--- config.mk ---
export PLATFORM = sky130hd
export DESIGN_NAME = ex_mem_register
export DESIGN_NICKNAME = d
export VERILOG_FILES = /design/src/rtl/ex_mem_register.sv
export SDC_FILE = /design/constraint.sdc
export NUM_CORES = 1
export LEC_CHECK = 0
export ABC_CLOCK_PERIOD_IN_PS = 800
export CORE_MARGIN = 2
export CORE_UTILIZATION = 36
export CTS_CLUSTER_SIZE = 14
export DETAILED_ROUTE_END_ITERATION = 6
export GPL_TIMING_DRIVEN = 0
export PLACE_DENSITY = 0.77
export SLEW_MARGIN = 15
export SYNTH_ARGS = -nofsm -noshare
export SYNTH_HDL_FRONTEND = slang
export SYNTH_SLANG_ARGS = --single-unit
--- constraint.sdc ---
create_clock -name clock -period 0.8 [get_ports clock]
set_input_delay 0.24 -clock clock [delete_from_list [all_inputs] [get_ports clock]]
set_output_delay 0.24 -clock clock [all_outputs]
set_load 0.01 [all_outputs]
--- src/rtl/ex_mem_register.sv ---
// ex_mem_register: EX->MEM pipeline register with stall, flush-to-bubble and
// async active-low reset. Define EX_MEM_PERF_EN to add stallCount/bubbleCount.
// Ports: clock, reset (active-low), stall, flush, validIn, EX data/control in;
// validOut, address, writeData, shiftPC, RegDst, MEM control out.
module ex_mem_register #(
  parameter int DATA_W = 16,
  parameter int REG_W  = 3
) (
  input  logic              clock,
  input  logic              reset,
`ifdef EX_MEM_PERF_EN
  output logic [15:0]       stallCount,
  output logic [15:0]       bubbleCount,
`endif
  input  logic              stall,
  input  logic              flush,
  input  logic              validIn,
  input  logic [DATA_W-1:0] aluResultIn,
  input  logic [DATA_W-1:0] writeDataIn,
  input  logic [DATA_W-1:0] shiftPCIn,
  input  logic [REG_W-1:0]  regDstIn,
  input  logic              memReadIn,
  input  logic              memWriteIn,
  input  logic              branchIn,
  input  logic              zeroIn,
  input  logic              regWriteIn,
  input  logic              memToRegIn,
  output logic              validOut,
  output logic [DATA_W-1:0] address,
  output logic [DATA_W-1:0] writeData,
  output logic [DATA_W-1:0] shiftPC,
  output logic [REG_W-1:0]  RegDst,
  output logic              MemRead,
  output logic              MemWrite,
  output logic              Branch,
  output logic              Zero,
  output logic              RegWrite,
  output logic              MemtoReg
);

  logic              valid_d, valid_q;
  logic [DATA_W-1:0] addr_d, addr_q;
  logic [DATA_W-1:0] wdata_d, wdata_q;
  logic [DATA_W-1:0] spc_d, spc_q;
  logic [REG_W-1:0]  rd_d, rd_q;
  logic              mr_d, mr_q;
  logic              mw_d, mw_q;
  logic              br_d, br_q;
  logic              z_d, z_q;
  logic              rw_d, rw_q;
  logic              m2r_d, m2r_q;

  always_comb begin
    valid_d = valid_q;
    addr_d  = addr_q;
    wdata_d = wdata_q;
    spc_d   = spc_q;
    rd_d    = rd_q;
    mr_d    = mr_q;
    mw_d    = mw_q;
    br_d    = br_q;
    z_d     = z_q;
    rw_d    = rw_q;
    m2r_d   = m2r_q;
    if (flush) begin
      valid_d = 1'b0;
      addr_d  = '0;
      wdata_d = '0;
      spc_d   = '0;
      rd_d    = '0;
      mr_d    = 1'b0;
      mw_d    = 1'b0;
      br_d    = 1'b0;
      z_d     = 1'b0;
      rw_d    = 1'b0;
      m2r_d   = 1'b0;
    end else if (!stall) begin
      valid_d = validIn;
      addr_d  = aluResultIn;
      wdata_d = writeDataIn;
      spc_d   = shiftPCIn;
      rd_d    = regDstIn;
      // side-effecting controls are gated so a bubble can never act
      mr_d    = memReadIn & validIn;
      mw_d    = memWriteIn & validIn;
      br_d    = branchIn & validIn;
      z_d     = zeroIn;
      rw_d    = regWriteIn & validIn;
      m2r_d   = memToRegIn;
    end
  end

  always_ff @(posedge clock or negedge reset) begin
    if (!reset) begin
      valid_q <= 1'b0;
      addr_q  <= '0;
      wdata_q <= '0;
      spc_q   <= '0;
      rd_q    <= '0;
      mr_q    <= 1'b0;
      mw_q    <= 1'b0;
      br_q    <= 1'b0;
      z_q     <= 1'b0;
      rw_q    <= 1'b0;
      m2r_q   <= 1'b0;
    end else begin
      valid_q <= valid_d;
      addr_q  <= addr_d;
      wdata_q <= wdata_d;
      spc_q   <= spc_d;
      rd_q    <= rd_d;
      mr_q    <= mr_d;
      mw_q    <= mw_d;
      br_q    <= br_d;
      z_q     <= z_d;
      rw_q    <= rw_d;
      m2r_q   <= m2r_d;
    end
  end

  assign validOut  = valid_q;
  assign address   = addr_q;
  assign writeData = wdata_q;
  assign shiftPC   = spc_q;
  assign RegDst    = rd_q;
  assign MemRead   = mr_q;
  assign MemWrite  = mw_q;
  assign Branch    = br_q;
  assign Zero      = z_q;
  assign RegWrite  = rw_q;
  assign MemtoReg  = m2r_q;

`ifdef EX_MEM_PERF_EN
  logic [15:0] stall_cnt_d, stall_cnt_q;
  logic [15:0] bubble_cnt_d, bubble_cnt_q;
  logic        stall_ev;
  logic        bubble_ev;

  always_comb begin
    stall_cnt_d  = stall_cnt_q;
    bubble_cnt_d = bubble_cnt_q;
    // only stalls that hold a real instruction are counted
    stall_ev  = stall & ~flush & valid_q;
    bubble_ev = flush | (~stall & ~validIn);
    if (stall_ev && stall_cnt_q != 16'hFFFF)
      stall_cnt_d = stall_cnt_q + 16'd1;
    if (bubble_ev && bubble_cnt_q != 16'hFFFF)
      bubble_cnt_d = bubble_cnt_q + 16'd1;
  end

  always_ff @(posedge clock or negedge reset) begin
    if (!reset) begin
      stall_cnt_q  <= '0;
      bubble_cnt_q <= '0;
    end else begin
      stall_cnt_q  <= stall_cnt_d;
      bubble_cnt_q <= bubble_cnt_d;
    end
  end

  assign stallCount  = stall_cnt_q;
  assign bubbleCount = bubble_cnt_q;
`endif

endmodule

Word-level counts from Yosys, hierarchy flattened
Cells that the tools add are included.
{"block": "op_classes", "n_eq_ne": 1, "n_mux": 22, "bitwise": 4}
{"op": "$mux 16", "n": 6}
{"op": "$mux 1", "n": 14}
{"op": "$mux 3", "n": 2}
{"op": "$and 1x1->1", "n": 4}
{"op": "$ne 2x1->1 const B", "n": 1}
{"block": "totals", "ff_bits": 58, "in_bits": 62, "out_inout_bits": 58, "elab_cells": 38}

Longest topological paths before layout
Gate-level depths: netlist of run 1.
{"block": "logic_depth", "depth_word": 3, "ltp_mapped": 4, "depth_no_buf": 2}

Worst setup path after synthesis of run 1
OpenSTA, ideal clock, no wires.
{"block": "synth_path", "path_kind": "input-to-reg", "start": "input stall", "end": "register m2r_q (netlist: MemtoReg)", "arrival_time_ns": 0.749, "required_time_ns": 0.668, "path_slack_ns": -0.081, "stages": 4, "path_buffers": 2, "path_cell_list": "buf_6 buf_8 mux2i_1 nor2_1"}
{"block": "synth_via", "elab_chain_cells": 1}
{"element": "from (decl)", "line_no": "15", "source": "input logic stall,"}
{"element": "$ne 2x1->1 (no line)"}
{"element": "to (signal assigned)", "line_no": "117", "source": "m2r_q <= m2r_d;"}
{"element": "to (decl)", "line_no": "51", "source": "logic m2r_d, m2r_q;"}
Every way passes these cells.
A chain may end at the register's enable or synchronous reset.

Worst setup path in the final report of run 1
{"block": "layout_path", "start": "register addr_q[5] (netlist: address[5])", "end": "output address[5]"}
{"element": "from (decl)", "line_no": "42", "source": "logic [DATA_W-1:0] addr_d, addr_q;"}
{"element": "from (signal assigned)", "line_no": "108", "source": "addr_q <= addr_d;"}
{"element": "to (decl)", "line_no": "29", "source": "output logic [DATA_W-1:0] address,"}
No word-level cell between the ends.

==> results of run 1 <==
-- logic make-up (layout without fill, tap and decap cells) --
| group | Yosys count | count (layout) | share of synthesized area, % |
|---|---|---|---|
| compound gates | 4 | 4 | 1.70 |
| buf+inv | 12 | 164 | 4.42 |
| flops | 58 | 58 | 61.8 |
| mux | 54 | 54 | 23.0 |
| simple gates | 56 | 56 | 9.11 |
-- power by group --
part / leakage [nW] / total (mW) / switching, mW / internal (mW)
logic: 1.14 / 1.15 / 0.481 / 0.672
registers: 0.771 / 3.18 / 0.0861 / 3.09
clock network: 0.109 / 2.98 / 1.15 / 1.83
-- repair_timing --
action / in CTS / in global routing
pin swaps: 0 / 6
hold endpoints to repair: 57 / 0
cloned: 1 / 0
endpoints found under the setup margin: 112 / 67
setup buffers: 10 / 11
gates resized for setup: 241 / 8
-- cell type report --
class	instances	area [um^2]
sequential	58	1450
buffer	12	124
fill	575	2530
multi-input combinational	114	797
tap	77	96.3
clock buffer	11	141
clock inverter	5	77.6
timing repair buffer	136	1090
-- sequential cells by signal, summed over array words and instances (netlist names) --
signal,count
Zero,1
writeData,16
MemtoReg,1
validOut,1
RegWrite,1
address,16
MemRead,1
Branch,1
MemWrite,1
RegDst,3
shiftPC,16
-- path summary, 6_finish.rpt --
check | from | slack [ns] | cells after the start | end
setup / recovery | address[5] | -0.32 | 1 | address[5]
hold / removal | reset | -0.05 | 1 | writeData[2]
setup reg to reg | address[15] | -0.02 | 3 | address[15]
hold reg to reg | MemWrite | 0.49 | 1 | MemWrite
max in group asynchronous | reset | 0.35 | 1 | writeData[13]
min in group clock | stall | 0.22 | 3 | writeData[12]
-- cells in the mapped netlist --
cell	instances	area [um^2]
buf_2	2	10.0
a32o_1	4	40.0
buf_6	1	11.3
mux2i_1	54	541
buf_1	4	15.0
buf_4	1	7.51
buf_8	4	60.1
dfrtp_1	58	1450
nor2_1	55	206
and2b_1	1	7.51
-- metrics by stage --
stage	instance area (um^2)	instances	setup TNS, ns
floorplan	2360	184	-1.63
global placement	3640	379	-183.13
detailed placement	3640	379	-53.90
CTS	3690	406	-17.65
global route	3780	413	-20.14
finish	3780	413	-17.10
-- worst reg2reg max path: cells and delay by family, from the launching register on --
| kind | cells | cell delay (ns) |
|---|---|---|
| flip-flops | 1 | 0.38 |
| multiplexers | 1 | 0.13 |
| buffers and inverters | 1 | 0.13 |
| AND/OR/NAND/NOR | 1 | 0.07 |
-- routing by layer --
metal	vias to the layer above	track usage, %	part of all wire, %
li1	907	-	-
met1	882	21.3	41
met2	77	25.5	48
met3	8	7.08	8.9
met4	0	6.93	1.7
met5	-	0	0
==> run summary, run 1 <==
• slew at the pin closest to its max-slew limit: 0.731 ns
• Critical Path Source Type: register
• final hold violations: 58
• setup repair after global routing missed its margin: yes
• gate count of the mapped netlist: 184
• CP max-delay cell: dfrtp_1
• commonest cells after routing, fill and taps aside: dfrtp_1, clkdlybuf4s50_1, buf_2, mux2i_1, nor2_1
• worst setup timing slack at the placement stage: -0.657 ns
• normalized max-slew margin: 51.3%
• Post-Route Utilization: 59.8%
• final count of negative-setup-slack endpoints: 62
• TritonCTS buffer count: 9
• result of the run: complete, but fails checks
• average wire length per cell after detail routing: 14.0 um
• Setup CP Type: register to primary output
• die outline width: 84.8 um
• list of cells traversed by the critical path: buf_2
• gpl congestion: 0.676
• root buffer cell: clkbuf_8
• Initial Utilization: 37.2%
• final setup skew: 0 ns
• clock net sink count: 58
• Die Outline Area: 0.00719 mm^2
• total global routing overflow: 0
• final hold slack: -0.0499 ns
• Leak: 2.02 nW
• f_max: 897 MHz
• gate family responsible for the most delay along the worst path: flip-flops
• number of top-level pins: 120
• count of buffers from port buffering: 118
• wire length of the first global-routing pass: 9140 um
• kind of path behind the tightest hold check: primary input to asynchronous set/reset pin
• crit path setup slack, layout: -0.315 ns
• area of the core: 0.00631 mm^2
• first-pass detailed-route iteration total: 4
• max-cap violations: 0
• DRT Wirelength: 5760 um
• half-perimeter wire length of the detailed placement result: 3920 um
• later-pin clock latency in the skew report: 0.33 ns
• largest net degree at the start of global routing: 59
• drt drc: 0
• ANT nets after route: 0
• data arrival time of the worst path: 0.88 ns
• post-synthesis instance area: 0.00235 mm^2
• Worst Setup End Kind: primary output
• worst voltage drop across the vdd grid: 0.00135 V
• warnings from Yosys: 0
• clock slew at reported path FFs: 0.07 ns
• Mapped Nets: 246
• peak per-stage delay on the critical path: 0.39 ns
• total power consumption of the routed design: 7.31 mW
• number of nets at the end of the flow: 393
• H-tree level count: 3
• Area growth syn-to-layout: 60.8%
• number of antenna violations at the first check in global routing: 0
• count of vias placed by the detailed router: 1,874
• crit-path max FO: 2
• Buf+Inv Stages, Crit Path: 1
• clock tree from TritonCTS: done
• number of placement rows: 29
• critical path required time: 0.56 ns
• via density per instance: 4.54
• sequential element share of the synthesized area: 61.8%
• total global-route track usage: 16.8%
• Final Max Tran Viols: 0
• share of layout cells above drive strength 1: 31.3%
• buffers from clock root to sink, at most: 2
• DRT iter0 DRCs: 59
• number of global-route vias before repair: 1,913
• count of antenna diodes in the layout: 0
• time the worst path needs with I/O delays and setup: 1.12 ns
• synthesized flop and latch total: 58
• Die H: 84.8 um
• average size of a mapped cell: 12.8 um^2
• failing checks: hold timing, setup timing
• Tcrit/Tclk final: 139%
• total power density per cell area: 1930 mW/mm^2
• Distinct cells, synth: 10
Note: power is estimated with default switching activity, not from simulation.
==> inputs of run 2 (changes only) <==
--- a/config.mk
+++ b/config.mk
@@ -6,6 +6,7 @@
 export NUM_CORES = 1
 export LEC_CHECK = 0
 export ABC_CLOCK_PERIOD_IN_PS = 800
+export CAP_MARGIN = 30
 export CORE_MARGIN = 2
 export CORE_UTILIZATION = 36
 export CTS_CLUSTER_SIZE = 14
==> results of run 2 <==
Same layout as run 1: the final DEF is identical, and so are final timing and power.
==> inputs of run 3 (changes only) <==
--- a/config.mk
+++ b/config.mk
@@ -5,14 +5,14 @@
 export SDC_FILE = /design/constraint.sdc
 export NUM_CORES = 1
 export LEC_CHECK = 0
-export ABC_CLOCK_PERIOD_IN_PS = 800
+export ABC_CLOCK_PERIOD_IN_PS = 1300
 export CAP_MARGIN = 30
 export CORE_MARGIN = 2
-export CORE_UTILIZATION = 36
+export CORE_UTILIZATION = 43
 export CTS_CLUSTER_SIZE = 14
 export DETAILED_ROUTE_END_ITERATION = 6
 export GPL_TIMING_DRIVEN = 0
-export PLACE_DENSITY = 0.77
+export PLACE_DENSITY = 0.86
 export SLEW_MARGIN = 15
 export SYNTH_ARGS = -nofsm -noshare
 export SYNTH_HDL_FRONTEND = slang
==> constraint.sdc (replaced) <==
create_clock -name clock -period 1.3 [get_ports clock]
set_input_delay 0.39 -clock clock [delete_from_list [all_inputs] [get_ports clock]]
set_output_delay 0.39 -clock clock [all_outputs]
set_load 0.01 [all_outputs]
==> run summary, run 3 (synthesis results as in run 1) <==
• Initial Utilization: 45.1%
• gpl congestion: 0.735
• clock slew at reported path FFs: 0.06 ns
• first-pass detailed-route iteration total: 4
• peak per-stage delay on the critical path: 0.46 ns
• later-pin clock latency in the skew report: 0.33 ns
• total global-route track usage: 19.7%
• wire length of the first global-routing pass: 9110 um
• Critical Path Source Type: primary input
• drt drc: 0
• average wire length per cell after detail routing: 14.4 um
• count of antenna diodes in the layout: 0
• gate family responsible for the most delay along the worst path: buffers and inverters
• routed metal-1 wirelength: 2350 um
• ANT nets after route: 0
• number of placement rows: 26
• hold buffer count at cts: 0
• kind of path behind the tightest hold check: primary input to asynchronous set/reset pin
• Buf+Inv Stages, Crit Path: 2
• number of top-level pins: 120
• CP max-delay cell: clkdlybuf4s50_1
• Fill cells: 424
• Area growth syn-to-layout: 52.6%
• total power density per cell area: 1230 mW/mm^2
• list of cells traversed by the critical path: clkdlybuf4s50_1 -> buf_2 -> nor2_1 -> a32o_1
• DRT Wirelength: 5680 um
• time the worst path needs with I/O delays and setup: 1.26 ns
• count of buffers from port buffering: 118
• clock tree from TritonCTS: done
• root buffer cell: clkbuf_8
• data arrival time of the worst path: 1.47 ns
• highest layer used for signal routing: met4
• setup TNS after final layout: 0 ns
• Tcrit/Tclk final: 96.8%
• Setup CP Type: primary input to register
• result of the run: completed
• f_max: 795 MHz
• Die Outline Area: 0.00607 mm^2
• Die H: 77.9 um
• share of layout cells above drive strength 1: 28.5%
• setup repair after global routing missed its margin: yes
• largest net degree at the start of global routing: 59
• final hold violations: 0
• count of vias placed by the detailed router: 1,844
• crit-path max FO: 10
• total global routing overflow: 0
• met2 routed WL: 2800 um
• Leak: 1.94 nW
• number of global-route vias before repair: 1,830
• normalized max-slew margin: 52.4%
• critical path required time: 1.51 ns
• register-to-register setup slack: 0.47 ns
• slew at the pin closest to its max-slew limit: 0.714 ns
• DRT iter0 DRCs: 62
• most frequent standard cell in the layout excluding fill and tap cells: buf_2
• Final Max Tran Viols: 0
• max-cap violations: 0
• final count of negative-setup-slack endpoints: 0
• via density per instance: 4.69
• die outline width: 77.9 um
• buffers from clock root to sink, at most: 2
• clock net sink count: 58
• total power consumption of the routed design: 4.41 mW
• number of nets at the end of the flow: 380
• Post-DP Area: 0.00362 mm^2
• commonest cells after routing, fill and taps aside: buf_2, clkdlybuf4s50_1, dfrtp_1, nor2_1, mux2i_1
• length of routed met3 wiring: 422 um
• area of the core: 0.00520 mm^2
• half-perimeter wire length of the detailed placement result: 4020 um
• number of antenna violations at the first check in global routing: 0
• worst voltage drop across the vdd grid: 0.000673 V
• H-tree level count: 3
• final setup skew: 0 ns
• Worst Setup End Kind: register
• cell area after layout: 0.00359 mm^2
• TritonCTS buffer count: 9
-- run 3: cell count changes in the layout (fill, tap and decap cells not counted), moves of 2 or more --
| cell | previous run | this run |
|---|---|---|
| buf_2 | 55 | 64 |
| buf_4 | 15 | 7 |
| buf_6 | 14 | 1 |
| clkinv_2 | 2 | 4 |
-- run 3: layer usage --
| layer | vias to the layer above | track usage (%) |
|---|---|---|
| li1 | 884 | - |
| met1 | 874 | 23.7 |
| met2 | 77 | 32.4 |
| met3 | 9 | 6.28 |
| met4 | 0 | 8.95 |
| met5 | - | 0 |
-- run 3: path summary, 6_finish.rpt --
| check | end | depth (start not counted) | startpoint |
|---|---|---|---|
| max | MemRead | 4 | flush |
| min | shiftPC[10] | 1 | reset |
| max reg2reg | address[13] | 3 | address[13] |
| min reg2reg | RegWrite | 1 | RegWrite |
| max in group asynchronous | shiftPC[7] | 1 | reset |
| min in group clock | writeData[14] | 3 | stall |
-- run 3: worst register-to-register path, delay by kind of cell, from the launching register on --
family	cells	cell delay (ns)
buf+inv	1	0.13
flops	1	0.39
mux	1	0.15
simple gates	1	0.06
-- run 3: area by class of cell --
cell class	instances	area [um^2]	area share [%]
Clock inverter	6	80.1	2.23
Sequential cell	58	1450	40.5
Clock buffer	10	138	3.84
Buffer	12	109	3.04
Multi-Input combinational cell	114	795	22.2
Timing Repair Buffer	123	926	25.8
Tap cell	70	87.6	2.44
-- run 3: what timing repair did --
| item | 4_1_cts | 5_1_grt |
|---|---|---|
| resized for setup | 236 | 0 |
| buffers inserted | 5 | 0 |
| endpoints found under the setup margin | 98 | 1 |
| endpoints found under the hold margin | 0 | 0 |
-- run 3: where the power goes --
group,switching [mW],internal (mW)
logic,0.290,0.362
clock network,0.685,1.12
registers,0.0506,1.90
total,1.03,3.38
-- run 3: through the flow --
stage | setup slack [ns] | util [%] | hold slack, ns | std cells
global placement | -1.97 | 69.5 | 0.476 | 372
floorplan | 0.269 | - | 0.0944 | 184
detailed placement | -0.449 | 69.5 | 0.487 | 372
global route | -0.00277 | 68.9 | 0.167 | 393
CTS | 0.0201 | 68.9 | 0.128 | 393
finish | 0.0419 | 68.9 | 0.103 | 393
